==> src/rtl/uart_tx_fifo_engine.sv <==
// UART transmitter with an integrated character FIFO and per-frame format latching.
// The frame format (length, parity, stop bits, bit time) is captured each time a character is popped.
module uart_tx_fifo_engine #(
    parameter int DEPTH  = 16,
    parameter int BAUD_W = 19
) (
    input  logic                     clk,
    input  logic                     reset,
    input  logic                     load,
    input  logic [7:0]               out_port,
    input  logic [BAUD_W-1:0]        baud_div,
    input  logic [1:0]               len,
    input  logic                     pen,
    input  logic                     ohel,
    input  logic                     stop2,
    output logic                     Tx,
    output logic                     TxRdy,
    output logic                     full,
    output logic                     empty,
    output logic [$clog2(DEPTH):0]   count,
    output logic                     busy,
    output logic                     tx_done,
    output logic                     overflow
);

    localparam int AW = $clog2(DEPTH);
    localparam int CW = AW + 1;
    localparam logic [CW-1:0]     DEPTH_C  = CW'(DEPTH);
    localparam logic [CW-1:0]     CNT_ONE  = {{(CW-1){1'b0}}, 1'b1};
    localparam logic [AW-1:0]     PTR_ONE  = {{(AW-1){1'b0}}, 1'b1};
    localparam logic [BAUD_W-1:0] TMR_ONE  = {{(BAUD_W-1){1'b0}}, 1'b1};
    localparam logic [BAUD_W-1:0] TMR_ZERO = {BAUD_W{1'b0}};

    typedef enum logic [2:0] {
        IDLE   = 3'd0,
        START  = 3'd1,
        DATA   = 3'd2,
        PARITY = 3'd3,
        STOP   = 3'd4
    } state_t;

    // Parity over the low L data bits; odd sense inverts the XOR.
    function automatic logic parity_bit(input logic [7:0] d, input logic [1:0] l, input logic odd);
        logic [7:0] mask;
        case (l)
            2'd0:    mask = 8'h1F;
            2'd1:    mask = 8'h3F;
            2'd2:    mask = 8'h7F;
            default: mask = 8'hFF;
        endcase
        return (^(d & mask)) ^ odd;
    endfunction

    logic [7:0]        mem_r [DEPTH];
    logic [AW-1:0]     wr_ptr_r;
    logic [AW-1:0]     rd_ptr_r;
    logic [CW-1:0]     count_r;

    state_t            state_r;
    state_t            state_s;
    logic [BAUD_W-1:0] timer_r;
    logic [BAUD_W-1:0] timer_s;
    logic [2:0]        bit_idx_r;
    logic [2:0]        bit_idx_s;
    logic              stop_idx_r;
    logic              stop_idx_s;
    logic              tx_r;
    logic              tx_s;
    logic              done_r;
    logic              ovf_r;

    logic [7:0]        data_r;
    logic [1:0]        len_r;
    logic              pen_r;
    logic              ohel_r;
    logic              stop2_r;
    logic [BAUD_W-1:0] div_r;

    logic              push_s;
    logic              pop_s;
    logic              done_s;
    logic              bit_end_s;
    logic [2:0]        last_idx_s;

    assign full     = (count_r == DEPTH_C);
    assign empty    = (count_r == {CW{1'b0}});
    assign TxRdy    = ~full;
    assign count    = count_r;
    assign busy     = (state_r != IDLE);
    assign Tx       = tx_r;
    assign tx_done  = done_r;
    assign overflow = ovf_r;
    assign push_s   = load & ~full;

    // Next-state, bit timer and pop decision for the frame sequencer.
    always_comb begin
        state_s    = state_r;
        timer_s    = timer_r;
        bit_idx_s  = bit_idx_r;
        stop_idx_s = stop_idx_r;
        pop_s      = 1'b0;
        done_s     = 1'b0;
        bit_end_s  = (timer_r == div_r);
        last_idx_s = 3'd4 + {1'b0, len_r};

        if (state_r == IDLE || bit_end_s) begin
            timer_s = TMR_ZERO;
        end else begin
            timer_s = timer_r + TMR_ONE;
        end

        case (state_r)
            IDLE: begin
                if (!empty) begin
                    pop_s   = 1'b1;
                    state_s = START;
                end else begin
                    state_s = IDLE;
                end
            end
            START: begin
                if (bit_end_s) begin
                    state_s   = DATA;
                    bit_idx_s = 3'd0;
                end else begin
                    state_s = START;
                end
            end
            DATA: begin
                if (bit_end_s && bit_idx_r == last_idx_s) begin
                    state_s    = pen_r ? PARITY : STOP;
                    stop_idx_s = 1'b0;
                end else if (bit_end_s) begin
                    bit_idx_s = bit_idx_r + 3'd1;
                end else begin
                    state_s = DATA;
                end
            end
            PARITY: begin
                if (bit_end_s) begin
                    state_s    = STOP;
                    stop_idx_s = 1'b0;
                end else begin
                    state_s = PARITY;
                end
            end
            STOP: begin
                if (bit_end_s && stop2_r && !stop_idx_r) begin
                    stop_idx_s = 1'b1;
                end else if (bit_end_s) begin
                    done_s = 1'b1;
                    if (!empty) begin
                        pop_s   = 1'b1;
                        state_s = START;
                    end else begin
                        state_s = IDLE;
                    end
                end else begin
                    state_s = STOP;
                end
            end
            default: state_s = IDLE;
        endcase
    end

    // Line level for the coming cycle, derived from where the sequencer is heading.
    always_comb begin
        tx_s = 1'b1;
        case (state_s)
            START:   tx_s = 1'b0;
            DATA:    tx_s = data_r[bit_idx_s];
            PARITY:  tx_s = parity_bit(data_r, len_r, ohel_r);
            default: tx_s = 1'b1;
        endcase
    end

    // Sequencer state, timer, line register and status pulses.
    always_ff @(posedge clk) begin
        if (reset) begin
            state_r    <= IDLE;
            timer_r    <= TMR_ZERO;
            bit_idx_r  <= 3'd0;
            stop_idx_r <= 1'b0;
            tx_r       <= 1'b1;
            done_r     <= 1'b0;
            ovf_r      <= 1'b0;
        end else begin
            state_r    <= state_s;
            timer_r    <= timer_s;
            bit_idx_r  <= bit_idx_s;
            stop_idx_r <= stop_idx_s;
            tx_r       <= tx_s;
            done_r     <= done_s;
            ovf_r      <= load & full;
        end
    end

    // Character and format captured at the pop so mid-frame input changes wait for the next frame.
    always_ff @(posedge clk) begin
        if (reset) begin
            data_r  <= 8'h00;
            len_r   <= 2'd0;
            pen_r   <= 1'b0;
            ohel_r  <= 1'b0;
            stop2_r <= 1'b0;
            div_r   <= TMR_ZERO;
        end else if (pop_s) begin
            data_r  <= mem_r[rd_ptr_r];
            len_r   <= len;
            pen_r   <= pen;
            ohel_r  <= ohel;
            stop2_r <= stop2;
            div_r   <= baud_div;
        end
    end

    // FIFO pointers and occupancy; reset flushes the queue.
    always_ff @(posedge clk) begin
        if (reset) begin
            wr_ptr_r <= {AW{1'b0}};
            rd_ptr_r <= {AW{1'b0}};
            count_r  <= {CW{1'b0}};
        end else begin
            if (push_s) begin
                wr_ptr_r <= wr_ptr_r + PTR_ONE;
            end
            if (pop_s) begin
                rd_ptr_r <= rd_ptr_r + PTR_ONE;
            end
            case ({push_s, pop_s})
                2'b10:   count_r <= count_r + CNT_ONE;
                2'b01:   count_r <= count_r - CNT_ONE;
                default: count_r <= count_r;
            endcase
        end
    end

    // FIFO storage.
    always_ff @(posedge clk) begin
        if (push_s) begin
            mem_r[wr_ptr_r] <= out_port;
        end
    end

endmodule

==> config.mk <==
export PLATFORM = sky130hd
export DESIGN_NAME = uart_tx_fifo_engine
export DESIGN_NICKNAME = d
export VERILOG_FILES = /design/src/rtl/uart_tx_fifo_engine.sv
export SDC_FILE = /design/constraint.sdc
export NUM_CORES = 1
export LEC_CHECK = 0
export CAP_MARGIN = 20
export CORE_MARGIN = 2
export CORE_UTILIZATION = 35
export CTS_CLUSTER_SIZE = 30
export DETAILED_ROUTE_END_ITERATION = 16
export GPL_ROUTABILITY_DRIVEN = 0
export GPL_TIMING_DRIVEN = 0
export PLACE_DENSITY_LB_ADDON = 0.2
export REMOVE_ABC_BUFFERS = 1
export SLEW_MARGIN = 20
export SYNTH_ARGS = -nofsm -noshare
export SYNTH_HDL_FRONTEND = slang
export SYNTH_SLANG_ARGS = --single-unit
==> constraint.sdc <==
create_clock -name clk -period 3.7 [get_ports clk]
set_input_delay 0.555 -clock clk [delete_from_list [all_inputs] [get_ports clk]]
set_output_delay 0.555 -clock clk [all_outputs]
set_load 0.005 [all_outputs]
# Word level (Yosys, flattened, before mapping)
# Memory sizes are Yosys's and may differ from the RTL's. A register that Yosys moved wholly into a read port is not among the register bits.
# Index checks and enable logic that the tools add are counted.
dict set report totals {
  regBits 66
  mem_bits_rw 128
  inputBits 35
  output_inout_bits 12
  wordCells 92
  mem_count 1
}
dict set report op_classes {
  addsub 7
  order_cmp 1
  eq_ne 17
  n_mux 30
  bitwise 6
  reduce_logical 15
}
# name depth width read_ports rd_ports_with_merged_regs wr line_no
set memory_table {}
lappend memory_table {mem_r 16 8 1 1 1 54} ;# logic [7:0] mem_r [DEPTH];
# cell n
set op_table {}
lappend op_table {{$mux 3} 9}
lappend op_table {{$pmux 8 s3} 1}
lappend op_table {{$add 19x1->19 const B} 1}
lappend op_table {{$eq 19x19->1} 1}
lappend op_table {{$pmux 3 s5} 1}
lappend op_table {{$eq 3x2->1 const B} 4}
lappend op_table {{$mux 1} 11}
lappend op_table {{$pmux 5 s2} 1}
lappend op_table {{$add 4x1->4 const B} 2}
lappend op_table {{$and 8x8->8} 1}
lappend op_table {{$mux 8} 1}
lappend op_table {{$reduce_xor 8->1} 1}
lappend op_table {{$eq 3x1->1 const B} 2}
lappend op_table {{$ne 2x2->1 const B} 3}
lappend op_table {{$pmux 1 s3} 2}
lappend op_table {{$pmux 3 s2} 1}
lappend op_table {{$reduce_bool 3->1} 2}
lappend op_table {{$add 5x1->5 const B} 1}
lappend op_table {{$eq 5x5->1 const B} 1}
lappend op_table {{$logic_not 5->1} 1}
lappend op_table {{$sub 5x1->5 const B} 1}
lappend op_table {{$eq 2x1->1 const B} 2}
lappend op_table {{$eq 2x2->1 const B} 2}
lappend op_table {{$lt 3x4->1 const B} 1}
lappend op_table {{19 further kinds} 23}

# Longest topological paths before layout
# Gate-level depths: netlist of the first run.
dict set report logic_depth {
  word_depth 11
  ltp_mapped 19
  ltp_nobuf 15
}

# Worst setup path after synthesis of the first run
# Ideal clock, no wire load.
dict set report synth_path {
  kind {reg2reg}
  start {register timer_r[2]}
  end {register count_r[4], in the netlist count[4]}
  setup_time_ns 0.070
  arrival_time_ns 3.308
  required_ns 3.630
  path_slack_ns 0.321
  stages_incl_launch_ff 19
  n_path_buf 3
  period_less_slack_ns 3.379
  path_cell_list {dfxtp_1 > xnor2_1 > nand4_1 > nor3_4 > a31oi_1 > or3_1 > buf_6 > inv_4 > buf_12 > buf_6 > ha_1 > inv_1 > fa_1 > inv_1 > a21o_1 > a21oi_1 > xnor2_1 > or3_1 > a21oi_1}
}
dict set report synth_via {
  elab_chain_cells 7
  elab_cells_between_ends 10
  cone_classes {eq/ne (3); mux (4); reduce/logical (3)}
}
# item line_no
set synth_rtl {}
lappend synth_rtl {{start, declared} 61} ;# logic [BAUD_W-1:0] timer_r;
lappend synth_rtl {{start signal, assigned} 189} ;# timer_r <= timer_s;
lappend synth_rtl {{$eq 19x19->1 (*)} 103} ;# bit_end_s = (timer_r == div_r);
lappend synth_rtl {{$logic_and 1x1->1 (2 in series)} 148} ;# if (bit_end_s && stop2_r && !stop_idx_r) begin
lappend synth_rtl {{$mux 1 (*)} 148}
lappend synth_rtl {{$pmux 1 s2 (*)} 112} ;# case (state_r)
lappend synth_rtl {{net pop_s} 80} ;# logic pop_s;
lappend synth_rtl {{$eq 2x1->1 / $eq 2x2->1 (equally long branches)} 230} ;# case ({push_s, pop_s})
lappend synth_rtl {{$pmux 5 s2 / $reduce_bool 2->1 (equally long branches)} -}
lappend synth_rtl {{end signal, assigned} 231} ;# 2'b10: count_r <= count_r + CNT_ONE;
lappend synth_rtl {{end signal, assigned} 232} ;# 2'b01: count_r <= count_r - CNT_ONE;
lappend synth_rtl {{end signal, assigned} 233} ;# default: count_r <= count_r;
lappend synth_rtl {{end, declared} 57} ;# logic [CW-1:0] count_r;
# Mark *: on every way through the listed nets, which the timed path passes. The rest lies on a longest branch.
# A chain may end at the register's enable or synchronous reset.

# Final worst setup path of the first run
dict set report layout_path {
  start {register timer_r[11]}
  end {register count_r[4], in the netlist count[4]}
}
dict set report layout_via {
  elab_chain_cells 7
  elab_cells_between_ends 10
  cone_classes {eq/ne (3); mux (4); reduce/logical (3)}
}
# item line_no
set layout_rtl {}
lappend layout_rtl {{$eq 19x19->1 (*)} 103}
lappend layout_rtl {{$logic_and 1x1->1 (2 in series)} 148}
lappend layout_rtl {{$mux 1 (*)} 148}
lappend layout_rtl {{$pmux 1 s2 (*)} 112}
lappend layout_rtl {{$eq 2x1->1 / $eq 2x2->1 (equally long branches)} 230}
lappend layout_rtl {{$pmux 5 s2 / $reduce_bool 2->1 (equally long branches)} -}
# Mark *: on every way between the ends. The rest lies on a longest branch, timed or not.

==> results.sh, run 1 <==
export IMPL_status="complete, no violations"
export IMPL_r2r_cells=15
export IMPL_skew_ns=0.01517
export IMPL_grt_pass1_vias=5153
export IMPL_antenna_found_initial=0
export IMPL_worstMarginPinSlew_ns=0.8407
export IMPL_finalMaxSlewViolations=0
export IMPL_htreeDepth=1
export IMPL_rsz0062_at_grt="false"
export IMPL_grt_usage_pct=13.38
export IMPL_drive_above_1_share_pct=15.47
export IMPL_multiInputGateArea_mm2=0.002992
export IMPL_cpMaxStageDelayCell="or3_4"
export IMPL_comb_power_share_pct=28.5
export IMPL_p_leak_nw=3.298
export IMPL_clock_path_buffers=3
export IMPL_min_path_cells=2
export IMPL_synthArstFlopShare_pct=0
export IMPL_grt_start_max_net_pins=39
export IMPL_synth_top_area_share_pct=45.05
export IMPL_power_density_mw_per_mm2=708.3
export IMPL_first_pass_iters=5
export IMPL_regToRegEndpoint="count[4]"
export IMPL_wl_per_cell_um=16.91
export IMPL_synth_top_area_cell="edfxtp_1"
export IMPL_postSynthCellCount=639
export IMPL_clkPwrFrac_pct=31.6
export IMPL_hold_violations=0
export IMPL_ys_flop_type="edfxtp_1"
export IMPL_timing_final_crit_share_pct=92.99
export IMPL_grt_pass1_wl_um=27360
export IMPL_path_clk_slew_ns=0.06
export IMPL_seqPwrFrac_pct=39.9
export IMPL_synth_edf_count=128
export IMPL_critPathArrivalTime_ns=3.87
export IMPL_timing_final_crit_period_ns=3.440
export IMPL_finalSetupViolations=0
export IMPL_worst_setup_path_end_kind="register"
export IMPL_yosys_top_cells_count="edfxtp_1, nand2_1, dfxtp_1"
export IMPL_min_to="rd_ptr_r[0]"
export IMPL_layout_cells_non_filler=1022
export IMPL_die_area_mm2=0.02564
export IMPL_drc_errors=0
export IMPL_wl_um=17280
export IMPL_n_antenna_cell=0
export IMPL_netSwitchingPower_mw=2.224
export IMPL_hold_start="reset"
export IMPL_cp_start_kind="register"
export IMPL_numClockSinks=202
export IMPL_ys_warn_count=0
export IMPL_synth_cell_types=52
export IMPL_seq_area_frac_synth_pct=62.41
export IMPL_slew_headroom_pct=43.75
export IMPL_gr_total_overflow=0
export IMPL_vias=4996
export IMPL_root_buffer="clkbuf_16"
export IMPL_rows=57
export IMPL_yosys_register_bits=202
export IMPL_cap_violations=0
export IMPL_core_area_mm2=0.02411
export IMPL_ir_worst_vdd_v=0.0003073
export IMPL_crit_fanout=38
export IMPL_cp_top_family="simple AND/OR/NAND/NOR gates"
export IMPL_boundaryPins=47
export IMPL_fin_nets=729
export IMPL_crit_cells=15
export IMPL_cts_tree="yes"
export IMPL_start_util_pct=35.39
export IMPL_clk_latency_ns=0.51
export IMPL_cts_buffers_inserted=23
export IMPL_vias_per_cell=4.888
export IMPL_dp_cells=976
export IMPL_slowest_delay_ns=0.52
export IMPL_internal_power_mw=4.942
export IMPL_regArea_mm2=0.005335
export IMPL_io_buffers=46
export IMPL_area_delta_synth_final_pct=18.58
export IMPL_post_dp_hpwl_um=11540
export IMPL_antenna_left=0
export IMPL_r2r_start="timer_r[11]"
export IMPL_avgSynthCellArea_um2=13.35
export IMPL_sw_frac_of_total_pct=31.04
export IMPL_die_width_um=160.1
export IMPL_fin_setup_tns_ns=0
export IMPL_cp_num_buf_inv=3
export IMPL_drt_initial_drc_count=274
export IMPL_max_freq_mhz=290.7
export IMPL_crit_chain="xnor2_1 > nand4_1 > nor3_4 > a31oi_2 > or3_4 > clkinv_16 > ha_2 > inv_1 > fa_1 > inv_1 > a21o_1 > a21oi_1 > xnor2_1 > or3_1 > a21oi_1"
export IMPL_ff2ff_setup_slack_ns=0.26
export IMPL_fillCellCount=2303
export IMPL_required_ns=4.13
export IMPL_hold_class="in2reg"
export IMPL_path_class="reg2reg"
export IMPL_synth_most_common_cell="edfxtp_1"
export IMPL_syn_area_mm2=0.008532
export IMPL_synth_area_leaders="edfxtp_1, dfxtp_1, mux4_2, nand2_1, xnor2_1"
export IMPL_die_h_um=160.1
[layer usage]
layer / GRT usage (%) / up-vias / part of all wire (%)
met5: 0 / - / 0
met4: 3.604 / 0 / 2.0
met3: 2.675 / 24 / 3.9
met2: 24.42 / 77 / 52
met1: 16.09 / 2483 / 42
li1: - / 2412 / -
[worst reg2reg max path: cells and delay by family (launching register included)]
kind | cells | cell delay [ns]
flip-flops | 1 | 0.35
AND/OR/NAND/NOR | 4 | 1.30
XOR/XNOR | 2 | 0.32
adder cells (fa/ha/maj) | 2 | 0.63
buffers and inverters | 3 | 0.30
AO/OA/AOI/OAI | 4 | 0.48
[flip-flops by register name, indices dropped and copies added (netlist names)]
signal / count
stop2_r: 1
overflow: 1
tx_done: 1
wr_ptr_r: 4
mem_r: 128
state_r: 3
timer_r: 19
stop_idx_r: 1
ohel_r: 1
data_r: 8
bit_idx_r: 3
Tx: 1
len_r: 2
div_r: 19
pen_r: 1
count: 5
rd_ptr_r: 4
[how the worst max path moves through the flow]
stage,start,to
after CTS,timer_r[10],count[4]
after floorplan,timer_r[6],count[4]
after detailed placement,timer_r[6],count[4]
final,timer_r[11],count[4]
after global routing,timer_r[11],count[4]
after global placement,timer_r[11],count[4]
[cells by family (layout without fill, tap and decap cells)]
family,Yosys count,after routing,share of synthesized area [%]
xor gates and xnor gates,56,56,5.837
DFF,202,202,62.41
AOI/OAI and AO/OA,73,73,5.265
and+or+nand+nor,202,203,10.72
adders and majority gates,13,13,1.994
buffers and inverters,52,110,3.094
muxes,41,41,10.68
[power by group through the flow]
stage | clock network (mW) | registers [mW] | logic, mW
3_3_place_gp | 0 | 3.00 | 1.76
4_1_cts | 2.33 | 2.87 | 2.02
3_5_place_dp | 0 | 2.91 | 1.92
6_report | 2.26 | 2.86 | 2.04
2_1_floorplan | 0 | 2.90 | 1.30
5_1_grt | 2.42 | 2.89 | 2.26
[stage by stage]
stage / total power, mW / util (%) / hold slack (ns) / setup WS (ns) / area, um^2
3_3_place_gp: 4.757 / 38.15 / 0.4569 / -0.9169 / 9196
2_1_floorplan: 4.201 / - / 0.4379 / -0.07194 / 8330
4_1_cts: 7.216 / 41.77 / 0.4341 / 0.02503 / 10070
6_report: 7.166 / 41.97 / 0.4496 / 0.2595 / 10120
5_1_grt: 7.568 / 41.97 / 0.4634 / 0.004409 / 10120
3_5_place_dp: 4.832 / 38.49 / 0.4639 / -0.6938 / 9278
[placed cells by master, fill, tap and decap left out, types with 2 or more instances in the layout]
master and instances:
edfxtp_1 128, nand2_1 85, dfxtp_1 68, nor2_1 53, a21oi_1 46, clkdlybuf4s50_1 45, mux4_2 40, xnor2_1 36
clkbuf_16 23, xor2_1 19, nand3_1 17, inv_1 14, nand4_1 13, ha_1 11, clkinv_2 8, and3_1 7
dfxtp_2 5, nand2b_1 4, nor3_2 4, o2bb2ai_1 4, o2111ai_1 4, clkinv_1 4, nor4_1 3, nor2b_1 3
a21o_1 3, o21ai_0 3, bufinv_16 3, buf_12 3, buf_4 3, and2_1 2, nor3_1 2, a31o_2 2
nor3b_1 2, clkbuf_8 2
[area by class of cell]
type                       instances  share of cell area [%]
sequential                       202                   52.73
clock buffer                      26                   5.998
tap                              324                   4.007
multi-input combinational        386                   29.57
inverter                          16                  0.8533
clock inverter                    16                   1.521
timing repair buffer              52                   5.318
[what timing repair did]
action	4_1_cts	5_1_grt
cloned	1	0
pin swaps	2	2
setup buffers	1	2
hold buffers	0	0
endpoints found under the setup margin	4	1
resized for setup	5	9
(Power assumes the default switching activity.)
==> run 2, diff against run 1 <==
GPL_TIMING_DRIVEN = default   (was 0)
==> results.sh, run 2 (same netlist as run 1, synthesis figures left out) <==
export IMPL_regMostFlops="mem_r"
export IMPL_timing_final_crit_share_pct=92.66
export IMPL_critPathArrivalTime_ns=3.85
export IMPL_drive_above_1_share_pct=13.71
export IMPL_n_antenna_cell=0
export IMPL_placed_cell_area_mm2=0.009268
export IMPL_die_h_um=160.1
export IMPL_mostFrequentLayoutCells="edfxtp_1, nand2_1, dfxtp_1"
export IMPL_root_buffer="clkbuf_16"
export IMPL_start_util_pct=35.39
export IMPL_area_delta_synth_final_pct=17.20
export IMPL_setup_slack_ns=0.2716
export IMPL_vias=5017
export IMPL_die_area_mm2=0.02564
export IMPL_ff2ff_setup_slack_ns=0.27
export IMPL_numClockSinks=202
export IMPL_power_density_mw_per_mm2=697.2
export IMPL_io_buffers=46
export IMPL_finalSetupViolations=0
export IMPL_fillCellCount=2280
export IMPL_cap_violations=0
export IMPL_boundaryPins=47
export IMPL_r2r_start="timer_r[12]"
export IMPL_fin_util_pct=41.48
export IMPL_ctsHoldBuffers=0
export IMPL_grt_usage_pct=13.55
export IMPL_drc_errors=0
export IMPL_timing_final_crit_period_ns=3.428
export IMPL_rsz0062_at_grt="false"
export IMPL_vias_per_cell=4.899
export IMPL_status="complete, no violations"
export IMPL_timing_hold_ws_ns=0.4723
export IMPL_antenna_found_initial=0
export IMPL_fin_nets=733
export IMPL_critPathCapture="count[4]"
export IMPL_crit_fanout=6
export IMPL_cts_tree="yes"
export IMPL_worst_setup_path_end_kind="register"
export IMPL_htreeDepth=1
export IMPL_design_area_mm2=0.01000
export IMPL_wl_um=17150
export IMPL_rows=57
export IMPL_hold_class="reg2reg"
export IMPL_fin_setup_tns_ns=0
export IMPL_required_ns=4.12
export IMPL_cts_buffers_inserted=23
export IMPL_skew_ns=0.01502
export IMPL_path_clk_slew_ns=0.06
export IMPL_grt_start_max_net_pins=55
export IMPL_gr_total_overflow=0
export IMPL_clock_path_buffers=3
export IMPL_wl_per_cell_um=16.74
export IMPL_largest_reg_flops=128
export IMPL_path_class="reg2reg"
export IMPL_layout_commonest_cell="edfxtp_1"
export IMPL_core_area_mm2=0.02411
export IMPL_crit_path_start="timer_r[12]"
export IMPL_slew_headroom_pct=47.33
export IMPL_r2r_cells=15
export IMPL_ir_worst_vdd_v=0.0003687
export IMPL_clk_latency_ns=0.51
export IMPL_p_leak_nw=3.262
export IMPL_cp_start_kind="register"
export IMPL_hold_violations=0
export IMPL_grt_pass1_wl_um=27830
export IMPL_cts_resized=0
export IMPL_post_place_ws_ns=0.2286
export IMPL_drt_initial_drc_count=326
export IMPL_antenna_left=0
export IMPL_post_cts_buffers=0
export IMPL_grt_pass1_vias=5234
export IMPL_top_regs="mem_r x128, div_r x19, timer_r x19"
export IMPL_worstMarginPinSlew_ns=0.7872
export IMPL_regToRegEndpoint="count[4]"
export IMPL_die_width_um=160.1
export IMPL_post_dp_hpwl_um=11540
export IMPL_finalMaxSlewViolations=0
export IMPL_max_freq_mhz=291.7
export IMPL_first_pass_iters=4
run 2: through the flow:
stage | power [mW] | std cells
detailed placement | 4.853 | 983
finish | 6.971 | 1024
global placement | 4.819 | 983
floorplan | 4.201 | 603
global route | 7.382 | 1024
CTS | 7.050 | 1023
run 2: how the worst min path moves through the flow:
| stage | startpoint | endpoint | slack (ns) | cells after the start |
|---|---|---|---|---|
| after global placement | stop_idx_r | stop_idx_r | 0.45 | 2 |
| final | div_r[12] | div_r[12] | 0.47 | 2 |
| after floorplan | stop_idx_r | stop_idx_r | 0.44 | 2 |
| after global routing | div_r[8] | div_r[8] | 0.48 | 2 |
| after detailed placement | div_r[1] | div_r[1] | 0.46 | 2 |
| after CTS | div_r[12] | div_r[12] | 0.47 | 2 |
run 2: power by group:
group	internal (mW)	total (mW)	switching, mW	leakage [nW]
Clock	1.31	2.17	0.859	0.362
Combinational	0.893	1.99	1.10	1.14
Sequential	2.63	2.81	0.179	1.76
run 2: per-layer routing:
| metal | track usage, % | routed length, um | up-vias |
|---|---|---|---|
| met3 | 2.571 | 753 | 29 |
| met4 | 3.276 | 340 | 0 |
| met5 | 0 | 0 | - |
| met1 | 17.10 | 7498 | 2479 |
| li1 | - | - | 2420 |
| met2 | 24.09 | 8553 | 89 |
run 2: critical path, stage by stage, from the launching register on:
cell	delay, ns
dfxtp_1	0.42
xnor2_1	0.15
nand3_1	0.15
nor3_4	0.32
a31oi_1	0.17
or3_1	0.45
inv_4	0.07
ha_1	0.22
inv_1	0.11
fa_1	0.40
inv_1	0.07
a21o_1	0.11
a21oi_1	0.08
xnor2_1	0.15
or3_1	0.31
a21oi_1	0.16
run 2: area by class of cell:
cell class | count | area (um^2) | area share [%]
Clock buffer | 29 | 618.1 | 6.181
Clock inverter | 11 | 106.4 | 1.064
Timing Repair Buffer | 57 | 538.0 | 5.380
Inverter | 16 | 62.56 | 0.6256
Sequential cell | 202 | 5326 | 53.27
Tap cell | 324 | 405.4 | 4.054
Multi-Input combinational cell | 385 | 2943 | 29.43
